$ cat src/rtl/ctrl_mem_datos.sv
// ctrl_mem_datos: load/store initiator between the execute stage and the data memory.
// It accepts one byte, halfword or word access per request through a busy/done handshake.
// It drives active-low read and write strobes, and a sub-word store is done as a
// read-modify-write. Load data is returned aligned and sign- or zero-extended.
//
// Optional feature macro: LSU_SUBWORD_EN
//   defined   : byte and halfword loads and stores are supported (lane extract/extend, merge).
//   undefined : only word accesses are legal; byte/halfword complete as errors.
//
// Ports
//   clk, rst      : clock, asynchronous active-high reset
//   req           : request, sampled only while idle (busy=0)
//   wr_en         : 1 = store, 0 = load
//   size          : 00 byte, 01 halfword, 10 word, 11 reserved
//   signed_ld     : sign-extend sub-word loads
//   addr, wdata   : byte address, right-justified store data
//   rdata         : load result, held until the next completed load
//   busy/done/err : handshake; err is valid with done
//   Mem_rd/Mem_wr : active-low memory strobes
//   Dir_Mem       : word address to memory (IDLE_DIR when no access)
//   Dato_Mem_in   : write data to memory
//   Dato_Mem_out  : read data from memory, valid the cycle after a sampled Mem_rd=0
module ctrl_mem_datos #(
    parameter logic [31:0] IDLE_DIR = 32'h0000_0000
) (
    input  logic        clk,
    input  logic        rst,
    input  logic        req,
    input  logic        wr_en,
    input  logic [1:0]  size,
    input  logic        signed_ld,
    input  logic [31:0] addr,
    input  logic [31:0] wdata,
    output logic [31:0] rdata,
    output logic        busy,
    output logic        done,
    output logic        err,
    output logic        Mem_rd,
    output logic        Mem_wr,
    output logic [31:0] Dir_Mem,
    output logic [31:0] Dato_Mem_in,
    input  logic [31:0] Dato_Mem_out
);

    typedef enum logic [2:0] {IDLE, RD, RD_WAIT, WR, DONE} state_t;
    state_t state;

`ifdef LSU_SUBWORD_EN
    // Request fields needed after acceptance (only the sub-word path uses them).
    logic        wr_q;
    logic [1:0]  size_q;
    logic        sgn_q;
    logic [1:0]  off_q;
    logic [15:0] wdata_q;

    function automatic logic access_ok(input logic [1:0] sz, input logic [1:0] off);
        case (sz)
            2'b00:   access_ok = 1'b1;
            2'b01:   access_ok = ~off[0];
            2'b10:   access_ok = (off == 2'b00);
            default: access_ok = 1'b0;
        endcase
    endfunction

    // Little-endian lane extraction followed by sign/zero extension.
    function automatic logic [31:0] load_extend(input logic [31:0] word, input logic [1:0] sz,
                                                input logic [1:0] off, input logic sgn);
        logic [7:0]  b;
        logic [15:0] h;
        b = word[{off, 3'b000} +: 8];
        h = off[1] ? word[31:16] : word[15:0];
        case (sz)
            2'b00:   load_extend = {{24{sgn & b[7]}}, b};
            2'b01:   load_extend = {{16{sgn & h[15]}}, h};
            default: load_extend = word;
        endcase
    endfunction

    // Replace the addressed lane of the word read back from memory.
    function automatic logic [31:0] store_merge(input logic [31:0] word, input logic [15:0] wd,
                                                input logic [1:0] sz, input logic [1:0] off);
        logic [31:0] m;
        m = word;
        if (sz == 2'b00)
            m[{off, 3'b000} +: 8] = wd[7:0];
        else if (off[1])
            m[31:16] = wd;
        else
            m[15:0] = wd;
        store_merge = m;
    endfunction
`else
    // Without sub-word support the sign-extension control has no effect.
    logic unused_sigs;
    assign unused_sigs = signed_ld;

    function automatic logic access_ok(input logic [1:0] sz, input logic [1:0] off);
        access_ok = (sz == 2'b10) && (off == 2'b00);
    endfunction
`endif

    always_ff @(posedge clk or posedge rst) begin
        if (rst) begin
            state       <= IDLE;
            Mem_rd      <= 1'b1;
            Mem_wr      <= 1'b1;
            Dir_Mem     <= IDLE_DIR;
            Dato_Mem_in <= 32'h0;
            rdata       <= 32'h0;
            busy        <= 1'b0;
            done        <= 1'b0;
            err         <= 1'b0;
`ifdef LSU_SUBWORD_EN
            wr_q        <= 1'b0;
            size_q      <= 2'b00;
            sgn_q       <= 1'b0;
            off_q       <= 2'b00;
            wdata_q     <= 16'h0;
`endif
        end else begin
            case (state)
                IDLE: begin
                    if (req) begin
                        busy <= 1'b1;
`ifdef LSU_SUBWORD_EN
                        wr_q    <= wr_en;
                        size_q  <= size;
                        sgn_q   <= signed_ld;
                        off_q   <= addr[1:0];
                        wdata_q <= wdata[15:0];
`endif
                        if (!access_ok(size, addr[1:0])) begin
                            // Illegal access completes immediately, no strobe issued.
                            done  <= 1'b1;
                            err   <= 1'b1;
                            state <= DONE;
                        end else if (wr_en && size == 2'b10) begin
                            Mem_wr      <= 1'b0;
                            Dir_Mem     <= {addr[31:2], 2'b00};
                            Dato_Mem_in <= wdata;
                            state       <= WR;
                        end else begin
                            // Loads and sub-word stores both start with a read.
                            Mem_rd  <= 1'b0;
                            Dir_Mem <= {addr[31:2], 2'b00};
                            state   <= RD;
                        end
                    end
                end
                RD: begin
                    Mem_rd <= 1'b1;
                    state  <= RD_WAIT;
                end
                RD_WAIT: begin
`ifdef LSU_SUBWORD_EN
                    if (wr_q) begin
                        // Dir_Mem keeps the word address for the write-back.
                        Mem_wr      <= 1'b0;
                        Dato_Mem_in <= store_merge(Dato_Mem_out, wdata_q, size_q, off_q);
                        state       <= WR;
                    end else begin
                        rdata   <= load_extend(Dato_Mem_out, size_q, off_q, sgn_q);
                        done    <= 1'b1;
                        Dir_Mem <= IDLE_DIR;
                        state   <= DONE;
                    end
`else
                    rdata   <= Dato_Mem_out;
                    done    <= 1'b1;
                    Dir_Mem <= IDLE_DIR;
                    state   <= DONE;
`endif
                end
                WR: begin
                    Mem_wr  <= 1'b1;
                    done    <= 1'b1;
                    Dir_Mem <= IDLE_DIR;
                    state   <= DONE;
                end
                DONE: begin
                    // Any req seen here is ignored; acceptance resumes in IDLE.
                    done    <= 1'b0;
                    err     <= 1'b0;
                    busy    <= 1'b0;
                    Dir_Mem <= IDLE_DIR;
                    state   <= IDLE;
                end
                default: state <= IDLE;
            endcase
        end
    end

endmodule

$ cat config.mk
export PLATFORM = sky130hd
export DESIGN_NAME = ctrl_mem_datos
export DESIGN_NICKNAME = d
export VERILOG_FILES = /design/src/rtl/ctrl_mem_datos.sv
export SDC_FILE = /design/constraint.sdc
export NUM_CORES = 1
export LEC_CHECK = 0
export BUFFER_PORTS_ARGS = -buffer_cell sky130_fd_sc_hd__buf_2
export CAP_MARGIN = 20
export CORE_MARGIN = 2
export CORE_UTILIZATION = 45
export DETAILED_ROUTE_END_ITERATION = 16
export GPL_ROUTABILITY_DRIVEN = 0
export HOLD_SLACK_MARGIN = 0.08
export PLACE_DENSITY = 0.79
export SKIP_LAST_GASP = 1
export SYNTH_ARGS = -nofsm -noshare
export SYNTH_HDL_FRONTEND = slang
export SYNTH_SLANG_ARGS = --single-unit
$ cat constraint.sdc
create_clock -name clk -period 4.35 [get_ports clk]
set_clock_uncertainty 0.15 [all_clocks]
set_input_delay 0.435 -clock clk [delete_from_list [all_inputs] [get_ports clk]]
set_output_delay 0.435 -clock clk [all_outputs]
set_load 0.02 [all_outputs]
## After elaboration in Yosys (flattened, before gate mapping)

Index checks and enable logic that the tools add are counted.

- Add/sub/neg operators: 0
- Multipliers: 0
- Div/mod/pow operators: 0
- Magnitude comparators: 0
- Equality and inequality tests: 10
- Shift operators: 0
- Muxes and demuxes: 21
- Bitwise logic cells: 0
- Reduce and logical (&&, ||, !) cells: 18

Operators by type and width:

| cell | count |
|---|---|
| 2-to-1 mux 32 bit | 2 |
| one-hot mux 32 bit (2 select lines) | 1 |
| AND reduction 4 bit | 3 |
| inequality test 2 bit, second input constant | 5 |
| 2-to-1 mux 1 bit | 9 |
| one-hot mux 3 bit (3 select lines) | 1 |
| AND reduction 3 bit | 3 |
| one-hot mux 1 bit (2 select lines) | 4 |
| nonzero test 2 bit | 4 |
| equality test 3 x 2 -> 1 bit, second input constant | 2 |
| 2-to-1 mux 3 bit | 2 |
| equality test 3 x 1 -> 1 bit, second input constant | 1 |
| equality test 3 bit, second input constant | 1 |
| zero test 3 bit | 1 |
| one-hot mux 1 bit (3 select lines) | 1 |
| nonzero test 3 bit | 1 |
| OR reduction 3 bit | 1 |
| equality test 2 bit, second input constant | 1 |
| logical AND 1 bit | 2 |
| zero test 2 bit | 1 |
| 2-to-1 mux 2 bit | 1 |
| AND reduction 2 bit | 1 |
| OR reduction 2 bit | 1 |

- Bits in registers: 104
- Latch bits: 0
- RAM bits: 0
- ROM bits: 0
- Input bits: 103
- Output and inout bits: 101
- Memories kept: 0

## Longest topological paths before layout

Gate-level depths: netlist (run 1).

- Word-level depth: 6
- Depth in mapped cells: 5
- Gate-level depth less buffers: 3

## Least setup slack after synthesis (run 1)

OpenSTA, ideal clock, no wires.

- Path type: input to register
- From: input size[0]
- To: register Dato_Mem_in[10]
- Library setup time: 0.125 ns
- Data arrival time: 1.528 ns
- Data required time: 4.075 ns
- Slack: 2.546 ns
- Stages on the path: 4
- Cells stage by stage: nor4b_4 nand4_4 buf_6 mux2_4

- Word-level cells in the longest chain between the ends: 3

Ends and longest elaborated chain:

| what | RTL line | source |
|---|---|---|
| from (decl) | 30 | `input logic [1:0] size,` |
| equality test 2 bit (*) | 98, 137 |  |
| logical AND 1 bit, on equally long branches | 98, 137 |  |
| AND reduction 4 bit (no source line) (*) | - |  |
| to (signal assigned) | 140 | `Dato_Mem_in <= wdata;` |
| to (decl) | 41 | `output logic [31:0] Dato_Mem_in,` |

Every way passes the cells marked *; elsewhere a longest branch is shown, timed or not.
A chain may end at the register's enable or synchronous reset.

## Worst setup path after layout (run 1)

- From: register state[0]
- To: register Dato_Mem_in[24]

- Word-level cells in the longest chain between the ends: 2

Ends and longest elaborated chain:

| what | RTL line | source |
|---|---|---|
| from (decl) | 46 | `state_t state;` |
| from (signal assigned) | 104 | `state <= IDLE;` |
| from (signal assigned) | 136 | `state <= DONE;` |
| from (signal assigned) | 141 | `state <= WR;` |
| zero test 3 bit | 121 | `case (state)` |
| AND reduction 4 bit (no source line) | - |  |

Every way passes these cells.

==> summary.txt, run 1 <==
Mapped Cells - 243
DR iter-0 viols - 63
Die area - 0.00969 mm^2
Relative slew slack - 14.8%
Max capacitance violation total - 0
WL/cell - 16.2 um
CTS sink cnt - 102
First-pass GRT wire length - 14.3 mm
Hpwl dp - 6.56 mm
Vias per cell - 5.13
Row count - 34
Internal - 1.56 mW
I/O Pins - 204
Hold WS - 0.0768 ns
Crit path required time - 4.42 ns
Post-Syn Area per Cell - 16.5 um^2
Antenna violations before repair - 0
Met1 usage - 23.1%
Critical Path End Type - flop
Worst-margin pin slew - 1.28 ns
H-tree Lvls - 3
Area grow syn2layout - 31.7%
Maximum clock insertion buffer count - 2
Clock slew at reported path FFs - 0.09 ns
Max-slew violation count - 0
Post-CTS Setup Repair Bufs - 0
Power per cell area - 417 mW/mm^2
Achievable frequency - 0.374 GHz
Hold/Removal Path Class - in2async
Core Box Area - 0.00868 mm^2
Period utilization - 61.5%
Starting density of the core - 46.3%
Switching share of power - 29.4%
Drt pass-1 iters - 5
Clock root buffer - clkbuf_8
Synth Register Bits - 102
Vias - 2832
All-Layer GR Usage - 18.3%
Synth warn - 0
Worst skew pair latency - 0.34 ns
Max VDD drop - 201 uV
PortBufs - 200
Top-count cell post-synth - dfrtp_1
Combinational power share - 22.6%
Register area share after synthesis - 63.7%
Global routing's busiest layer - met2
List of most frequent post-synthesis cells - dfrtp_1, a32o_1, mux2_2
CTS Buf Count - 9
Die H - 98.4 um
Non-filler cells in the finished layout - 552
Setup Crit Path Kind - reg2reg
Min cycle time layout - 2.68 ns
Filler cells - 709
Endpoints failing hold - 0
Sw Pwr - 0.648 mW
Crit path max fanout - 33
Netlist cell types - 32
Hold_buf cts - 0
Leakage - 2.96 nW
NumNets Final - 543
RSZ-0062 raised after global routing - false
# diodes - 0
Startpoint class of the critical path - flop
Top FF cell, synth - dfrtp_1
Post-synth ARST share - 100%
Layout cells sized above 1 - 64.2%
Mapped Area - 0.00401 mm^2
Final setup TNS - 0 ns
Largest area contributor in the netlist - dfrtp_1
Share of the synthesized area in the top cell type - 62.3%
WL final - 8.96 mm
Routed Antenna Nets - 0
M2 GR Usage - 30.6%
Seq pwr share - 51.0%
CTS resizes - 0
Die W - 98.4 um
FF+latch area - 0.00255 mm^2
Crit path DAT - 2.75 ns
Ranking of synthesized cells by area - dfrtp_1, mux2_4, mux2_2, a32o_1, dfstp_2
Largest net degree at the start of global routing - 63
Power, Total - 2.20 mW
GR Layer Usage met3 - 5.82%
GR Overflow Total - 0
Clk network pwr share - 26.4%
CTS tree - done
Final setup viols - 0
Outcome - finished clean
Inst Count DP - 537
# DRC - 0
Footprint of the multi-input gates - 0.00137 mm^2
EDFF count, synth - 0
Number of global-route vias before repair - 2970
## flip-flops by register name, indices dropped and copies added, names as in the netlist
name and count:
rdata 32, state 3, Mem_rd 1, Mem_wr 1, Dir_Mem 30, Dato_Mem_in 32
err 1, done 1, busy 1
## area by class of cell
type	count	share of cell area, %
inverter	3	0.260
clock inverter	3	0.852
clock buffer	12	2.75
sequential	102	48.3
tap	108	2.56
multi-input combinational	121	25.9
timing repair buffer	203	19.4
## power groups by stage
| stage | clock network, mW | registers, mW | logic [mW] |
|---|---|---|---|
| detailed placement | 0 | 1.14 | 0.504 |
| global route | 0.645 | 1.14 | 0.532 |
| CTS | 0.605 | 1.13 | 0.505 |
| floorplan | 0 | 1.29 | 0.157 |
| finish | 0.582 | 1.12 | 0.498 |
| global placement | 0 | 1.14 | 0.495 |
## final timing paths
path                                 start         endpoint  slack, ns  cells after the start
max                               state[0]  Dato_Mem_in[24]       1.67                      3
min                                    rst        rdata[29]       0.08                      2
max reg2reg                       state[0]  Dato_Mem_in[24]       1.67                      3
min reg2reg                      rdata[11]        rdata[11]       0.34                      1
max in group asynchronous              rst           Mem_rd       2.96                      3
min in group clk           Dato_Mem_out[2]         rdata[2]       0.15                      2
## layout by cell type, fill, tap and decap left out, drive strengths merged, types with 2 or more instances in the layout
master and count:
buf 203, dfrtp 100, mux2 64, a32o 31
clkbuf 12, nor2 4, dfstp 2, nor2b 2
a21oi 2, conb 2, clkinvlp 2, nor3 2
inv 2
## logic make-up after synthesis
family | synth area share, %
AOI/OAI and AO/OA | 9.10
DFF | 63.7
other | 0.0934
muxes | 20.7
and+or+nand+nor | 3.52
buffers and inverters | 2.96
## per-stage QoR
| step | cell area, um^2 | utilization, % | setup slack [ns] |
|---|---|---|---|
| 6_report | 5290 | 60.9 | 1.67 |
| 5_1_grt | 5290 | 60.9 | 1.51 |
| 4_1_cts | 5290 | 60.9 | 1.64 |
| 3_5_place_dp | 5090 | 58.7 | 1.57 |
| 3_3_place_gp | 5090 | 58.7 | 1.64 |
| 2_1_floorplan | 4020 | - | 1.09 |
## layer usage
metal / part of all wire [%] / vias to the layer above / routed length, um
met1: 41 / 1406 / 3680
met2: 50 / 124 / 4500
li1: - / 1289 / -
met4: 1.4 / 0 / 126
met5: 0 / - / 0
met3: 7.3 / 13 / 653
## critical path: stages (launching register included)
cell	delay, ns
dfrtp_1	0.50
nor3b_2	0.57
nand4_4	0.76
mux2_4	0.55
Note: power is estimated with default switching activity, not from simulation.
==> run 2: changes to the inputs <==
--- a/config.mk
+++ b/config.mk
@@ -8,11 +8,11 @@
 export BUFFER_PORTS_ARGS = -buffer_cell sky130_fd_sc_hd__buf_2
 export CAP_MARGIN = 20
 export CORE_MARGIN = 2
-export CORE_UTILIZATION = 45
+export CORE_UTILIZATION = 41
 export DETAILED_ROUTE_END_ITERATION = 16
 export GPL_ROUTABILITY_DRIVEN = 0
 export HOLD_SLACK_MARGIN = 0.08
-export PLACE_DENSITY = 0.79
+export PLACE_DENSITY = 0.76
 export SKIP_LAST_GASP = 1
 export SYNTH_ARGS = -nofsm -noshare
 export SYNTH_HDL_FRONTEND = slang
==> constraint.sdc (replaced) <==
create_clock -name clk -period 2.3 [get_ports clk]
set_clock_uncertainty 0.15 [all_clocks]
set_input_delay 0.23 -clock clk [delete_from_list [all_inputs] [get_ports clk]]
set_output_delay 0.23 -clock clk [all_outputs]
set_load 0.02 [all_outputs]
==> run 2 against run 1 <==
  * Worst hold slack gained 0.040 ns
  * Combinational power up 120%
  * Global-route usage grew 1.8 points
  * Largest cell class unchanged
  * Final area is 21% higher
  * Core utilization is 5.6 points higher
  * Clock-buffer cell count down 1
==> summary.txt, run 2 (synthesis results as in run 1) <==
WL met1 - 4.09 mm (+11%)
Crit path max fanout - 33 (unchanged)
Critical Path End Type - flop
Biggest regs - Dato_Mem_in: 32 flops, rdata: 32 flops, Dir_Mem: 30 flops
Drt pass-1 iters - 4 (-1)
CTS tree - done
# diodes - 0 (unchanged)
Relative slew slack - 61.9% (+47 points)
Core Box Area - 0.00964 mm^2 (+11%)
CTS sink cnt - 102 (unchanged)
Vias per cell - 4.84 (-5.7%)
Met3 WL - 818 um (+25%)
Max VDD drop - 366 uV (+82%)
Crit path required time - 2.39 ns (-2.03 ns)
Top Layer Used - met4
Hold_buf cts - 97 (+97)
Post-CTS Setup Repair Bufs - 0 (unchanged)
Final setup TNS - 0 ns (unchanged)
Non-filler cells in the finished layout - 681 (+23%)
Met2 wire len - 5.90 mm (+31%)
Most frequent cells in the layout - buf_2, dfrtp_1, dlygate4sd3_1, a32o_1, mux2_2
Hold WS - 0.117 ns (+0.0403 ns)
Hold/Removal Path Class - in2reg
Setup Crit Path Kind - in2reg
Die area - 0.0106 mm^2 (+9.4%)
Max capacitance violation total - 0 (unchanged)
Endpoints failing hold - 0 (unchanged)
Clock slew at reported path FFs - 0.09 ns (about the same)
Final setup viols - 0 (unchanged)
Filler cells - 739 (+4.2%)
All-Layer GR Usage - 20.1% (+1.8 points)
Commonest non-fill, non-tap cell in the layout - buf_2
Die H - 103 um (+4.6%)
Power per cell area - 704 mW/mm^2 (+69%)
Leakage - 3.43 nW (+16%)
Area grow syn2layout - 59.8%
Achievable frequency - 0.470 GHz
FF+latch area - 0.00255 mm^2 (unchanged)
RSZ-0062 raised after global routing - false
First-pass GRT wire length - 16.3 mm (+14%)
# DRC - 0 (unchanged)
Max-slew violation count - 0 (unchanged)
CTS resizes - 0 (unchanged)
Largest net degree at the start of global routing - 103 (+63%)
PortBufs - 200 (unchanged)
I/O Pins - 204 (unchanged)
Routed Antenna Nets - 0 (unchanged)
Row count - 36 (+5.9%)
Period utilization - 92.6%
Number of global-route vias before repair - 3394 (+14%)
CTS Buf Count - 9 (unchanged)
NumNets Final - 646 (+19%)
Clock root buffer - clkbuf_8
WL final - 11.1 mm (+24%)
R2R Setup Slk - 0.45 ns (-1.22 ns)
H-tree Lvls - 3 (unchanged)
Die W - 103 um (+4.6%)
Worst skew pair latency - 0.35 ns (about the same)
Starting density of the core - 41.6% (-4.6 points)
DR iter-0 viols - 97 (+54%)
WL/cell - 16.3 um (+0.53%)
Hpwl dp - 6.48 mm (-1.2%)
Antenna violations before repair - 0 (unchanged)
Vias - 3295 (+16%)
GR Overflow Total - 0 (unchanged)
Min cycle time layout - 2.13 ns
Footprint of the multi-input gates - 0.00137 mm^2 (unchanged)
Startpoint class of the critical path - primary input
Maximum clock insertion buffer count - 2 (unchanged)
Worst-margin pin slew - 0.569 ns (-0.708 ns)
Crit path DAT - 2.21 ns (-0.54 ns)
Layout cells sized above 1 - 53.6% (-11 points)
Outcome - finished clean
Inst Count DP - 568 (+5.8%)
-- run 2: cell types whose count changed in the layout (fill, tap and decap cells not counted), sizes merged --
cell / before / now
dlygate4sd3: 0 / 97
buf: 203 / 209
clkinv: 1 / 3
bufinv: 1 / 2
clkbuf: 12 / 11
inv: 2 / 1
-- run 2: area by class of cell --
class	count	share of cell area, %
clock buffer	11	2.36
clock inverter	5	1.27
inverter	3	0.234
multi-input combinational	121	21.3
sequential	102	39.8
tap	133	2.59
timing repair buffer	306	32.4
-- run 2: routing by layer --
| metal | up-vias | GRT usage (%) |
|---|---|---|
| met3 | 26 | 5.15 |
| met4 | 0 | 9.51 |
| met2 | 138 | 36.6 |
| li1 | 1505 | - |
| met5 | - | 0 |
| met1 | 1626 | 21.6 |
-- run 2: power breakdown --
part | internal, mW | switching, mW | total [mW]
sequential | 2.02 | 0.118 | 2.13
clock | 0.673 | 0.602 | 1.28
combinational | 0.517 | 0.585 | 1.10
-- run 2: critical path, stage by stage --
cell           delay (ns)
dlygate4sd3_1        0.53
buf_2                0.14
nor4b_4              0.56
nand4_4              0.17
buf_12               0.23
mux2_4               0.33
-- run 2: worst paths after layout --
kind | cells past startpoint | to | startpoint
max in group asynchronous | 4 | rdata[0] | rst
min reg2reg | 1 | Dir_Mem[13] | Dir_Mem[13]
min | 3 | state[0] | addr[1]
max reg2reg | 5 | Dir_Mem[17] | state[0]
max | 6 | Dato_Mem_in[3] | size[0]
min in group asynchronous | 4 | rdata[11] | rst
-- run 2: stage by stage --
stage          cell area [um^2]  setup slack [ns]  util (%)  total power [mW]
2_1_floorplan              4020             0.528         -              2.73
3_3_place_gp               5210             0.405      54.0              3.10
3_5_place_dp               5210             0.374      54.0              3.14
4_1_cts                    6410             0.221      66.5              4.55
5_1_grt                    6410            0.0748      66.5              4.73
6_report                   6410             0.170      66.5              4.51
==> run 3: changes to the inputs <==
--- a/config.mk
+++ b/config.mk
@@ -5,8 +5,8 @@
 export SDC_FILE = /design/constraint.sdc
 export NUM_CORES = 1
 export LEC_CHECK = 0
-export BUFFER_PORTS_ARGS = -buffer_cell sky130_fd_sc_hd__buf_2
-export CAP_MARGIN = 20
+export BUFFER_PORTS_ARGS = -buffer_cell sky130_fd_sc_hd__clkbuf_2
+export CAP_MARGIN = 40
 export CORE_MARGIN = 2
 export CORE_UTILIZATION = 41
 export DETAILED_ROUTE_END_ITERATION = 16
==> run 3 against run 2 <==
  * Highest routed layer unchanged
  * Register-to-register slack hardly changed
  * Sequential power about the same
  * Sequential cell count unchanged
  * Non-clock buffer count unchanged
  * Clock power fell by 22%
  * Largest cell class unchanged
  * First-iteration DRC count increased by 2.1%
==> summary.txt, run 3 (synthesis results as in run 1) <==
Worst-margin pin slew - 0.544 ns (-0.0247 ns)
WL/cell - 15.9 um (-2.7%)
Worst skew pair latency - 0.35 ns (about the same)
Final setup TNS - 0 ns (unchanged)
Largest net degree at the start of global routing - 50 (-51%)
R2R Setup Slk - 0.46 ns (about the same)
Most frequent cells in the layout - clkbuf_2, dfrtp_1, dlygate4sd3_1, a32o_1, mux2_2
Startpoint class of the critical path - flop
Crit path DAT - 1.99 ns (-0.22 ns)
Layout cells sized above 1 - 53.5% (-0.18 points)
Starting density of the core - 41.6% (unchanged)
CTS tree - done
Inst Count DP - 569 (+0.18%)
Design area - 0.00636 mm^2 (-0.86%)
FF-to-FF Start - state[0]
Vias per cell - 4.78 (-1.2%)
Antenna violations before repair - 0 (unchanged)
Commonest non-fill, non-tap cell in the layout - clkbuf_2
PortBufs - 200 (unchanged)
RSZ-0062 raised after global routing - false
Max VDD drop - 362 uV (-1.0%)
Leakage - 3.37 nW (-1.9%)
CTS sink cnt - 102 (unchanged)
Clock slew at reported path FFs - 0.09 ns (about the same)
Die H - 103 um (unchanged)
# diodes - 0 (unchanged)
Footprint of the multi-input gates - 0.00137 mm^2 (unchanged)
DR iter-0 viols - 99 (+2.1%)
Drt pass-1 iters - 7 (+3)
Endpoints failing hold - 0 (unchanged)
Core Box Area - 0.00964 mm^2 (unchanged)
Final worst setup slack - 0.455 ns (+0.285 ns)
Post-CTS Setup Repair Bufs - 0 (unchanged)
Clock root buffer - clkbuf_8
Hold_buf cts - 96 (-1.0%)
First-pass GRT wire length - 16.6 mm (+1.6%)
WL final - 10.8 mm (-2.7%)
Vias - 3257 (-1.2%)
NumNets Final - 646 (unchanged)
Area grow syn2layout - 58.4%
Dpl cell area - 0.00523 mm^2 (+0.38%)
Power, Total - 4.25 mW (-5.9%)
Hold Startpoint - size[0]
Setup Crit Path Kind - reg2reg
All-Layer GR Usage - 20.2% (+0.11 points)
Min cycle time layout - 1.84 ns (-0.285 ns)
Non-filler cells in the finished layout - 681 (unchanged)
Final setup viols - 0 (unchanged)
Die W - 103 um (unchanged)
I/O Pins - 204 (unchanged)
FF+latch area - 0.00255 mm^2 (unchanged)
CTS Buf Count - 9 (unchanged)
Crit path max fanout - 20 (-39%)
Die area - 0.0106 mm^2 (unchanged)
Relative slew slack - 63.6% (+1.7 points)
Worst Reg-to-Reg Cells - 5 (unchanged)
Maximum clock insertion buffer count - 2 (unchanged)
GR Overflow Total - 0 (unchanged)
Crit path required time - 2.44 ns (+0.05 ns)
Row count - 36 (unchanged)
Biggest regs - Dato_Mem_in: 32 flops, rdata: 32 flops, Dir_Mem: 30 flops
Max capacitance violation total - 0 (unchanged)
Worst Hold Depth - 3 (unchanged)
Dpl ws - 0.390 ns (+0.0163 ns)
Outcome - finished clean
H-tree Lvls - 3 (unchanged)
Period utilization - 80.2% (-12 points)
Power per cell area - 668 mW/mm^2 (-5.1%)
Setup crit start - state[0]
CTS resizes - 0 (unchanged)
Hold/Removal Path Class - in2reg
Number of global-route vias before repair - 3437 (+1.3%)
Filler cells - 749 (+1.4%)
Routed Antenna Nets - 0 (unchanged)
Achievable frequency - 0.542 GHz (+15%)
Hpwl dp - 6.68 mm (+3.1%)
Critical Path End Type - flop
# DRC - 0 (unchanged)
Max-slew violation count - 0 (unchanged)
run 3: cell type report:
cell class	instances	share of cell area, %
Clock buffer	12	2.28
Clock inverter	4	0.354
Inverter	3	0.236
Multi-Input combinational cell	121	21.5
Sequential cell	102	40.2
Tap cell	133	2.62
Timing Repair Buffer	306	32.8
run 3: per-stage QoR:
stage / hold WS [ns] / utilization (%)
6_report: 0.120 / 66.0
5_1_grt: 0.119 / 66.0
4_1_cts: 0.104 / 66.0
3_5_place_dp: 0.0725 / 54.3
3_3_place_gp: 0.0666 / 54.3
2_1_floorplan: 0.215 / -
run 3: power by group:
| group | switching [mW] | internal [mW] | leakage [nW] | total [mW] |
|---|---|---|---|---|
| Combinational | 0.586 | 0.514 | 1.92 | 1.10 |
| Clock | 0.583 | 0.420 | 0.0861 | 1.00 |
| Sequential | 0.126 | 2.02 | 1.36 | 2.14 |
run 3: metal layers:
metal | global-route usage (%) | wire, um | up-vias
met3 | 5.90 | 778 | 17
met1 | 22.3 | 4030 | 1592
met2 | 37.2 | 5800 | 141
met5 | 0 | 0 | -
met4 | 6.48 | 203 | 0
li1 | - | - | 1507
run 3: worst paths after layout:
path | end
max | Dir_Mem[8]
min | state[0]
max reg2reg | Dir_Mem[8]
min reg2reg | Dir_Mem[13]
max in group asynchronous | Mem_rd
min in group asynchronous | Dato_Mem_in[25]
run 3: critical path, stage by stage (launching register included):
cell,delay (ns)
dfrtp_1,0.49
nor3b_2,0.32
buf_4,0.20
and2_1,0.15
buf_4,0.25
a32o_1,0.21
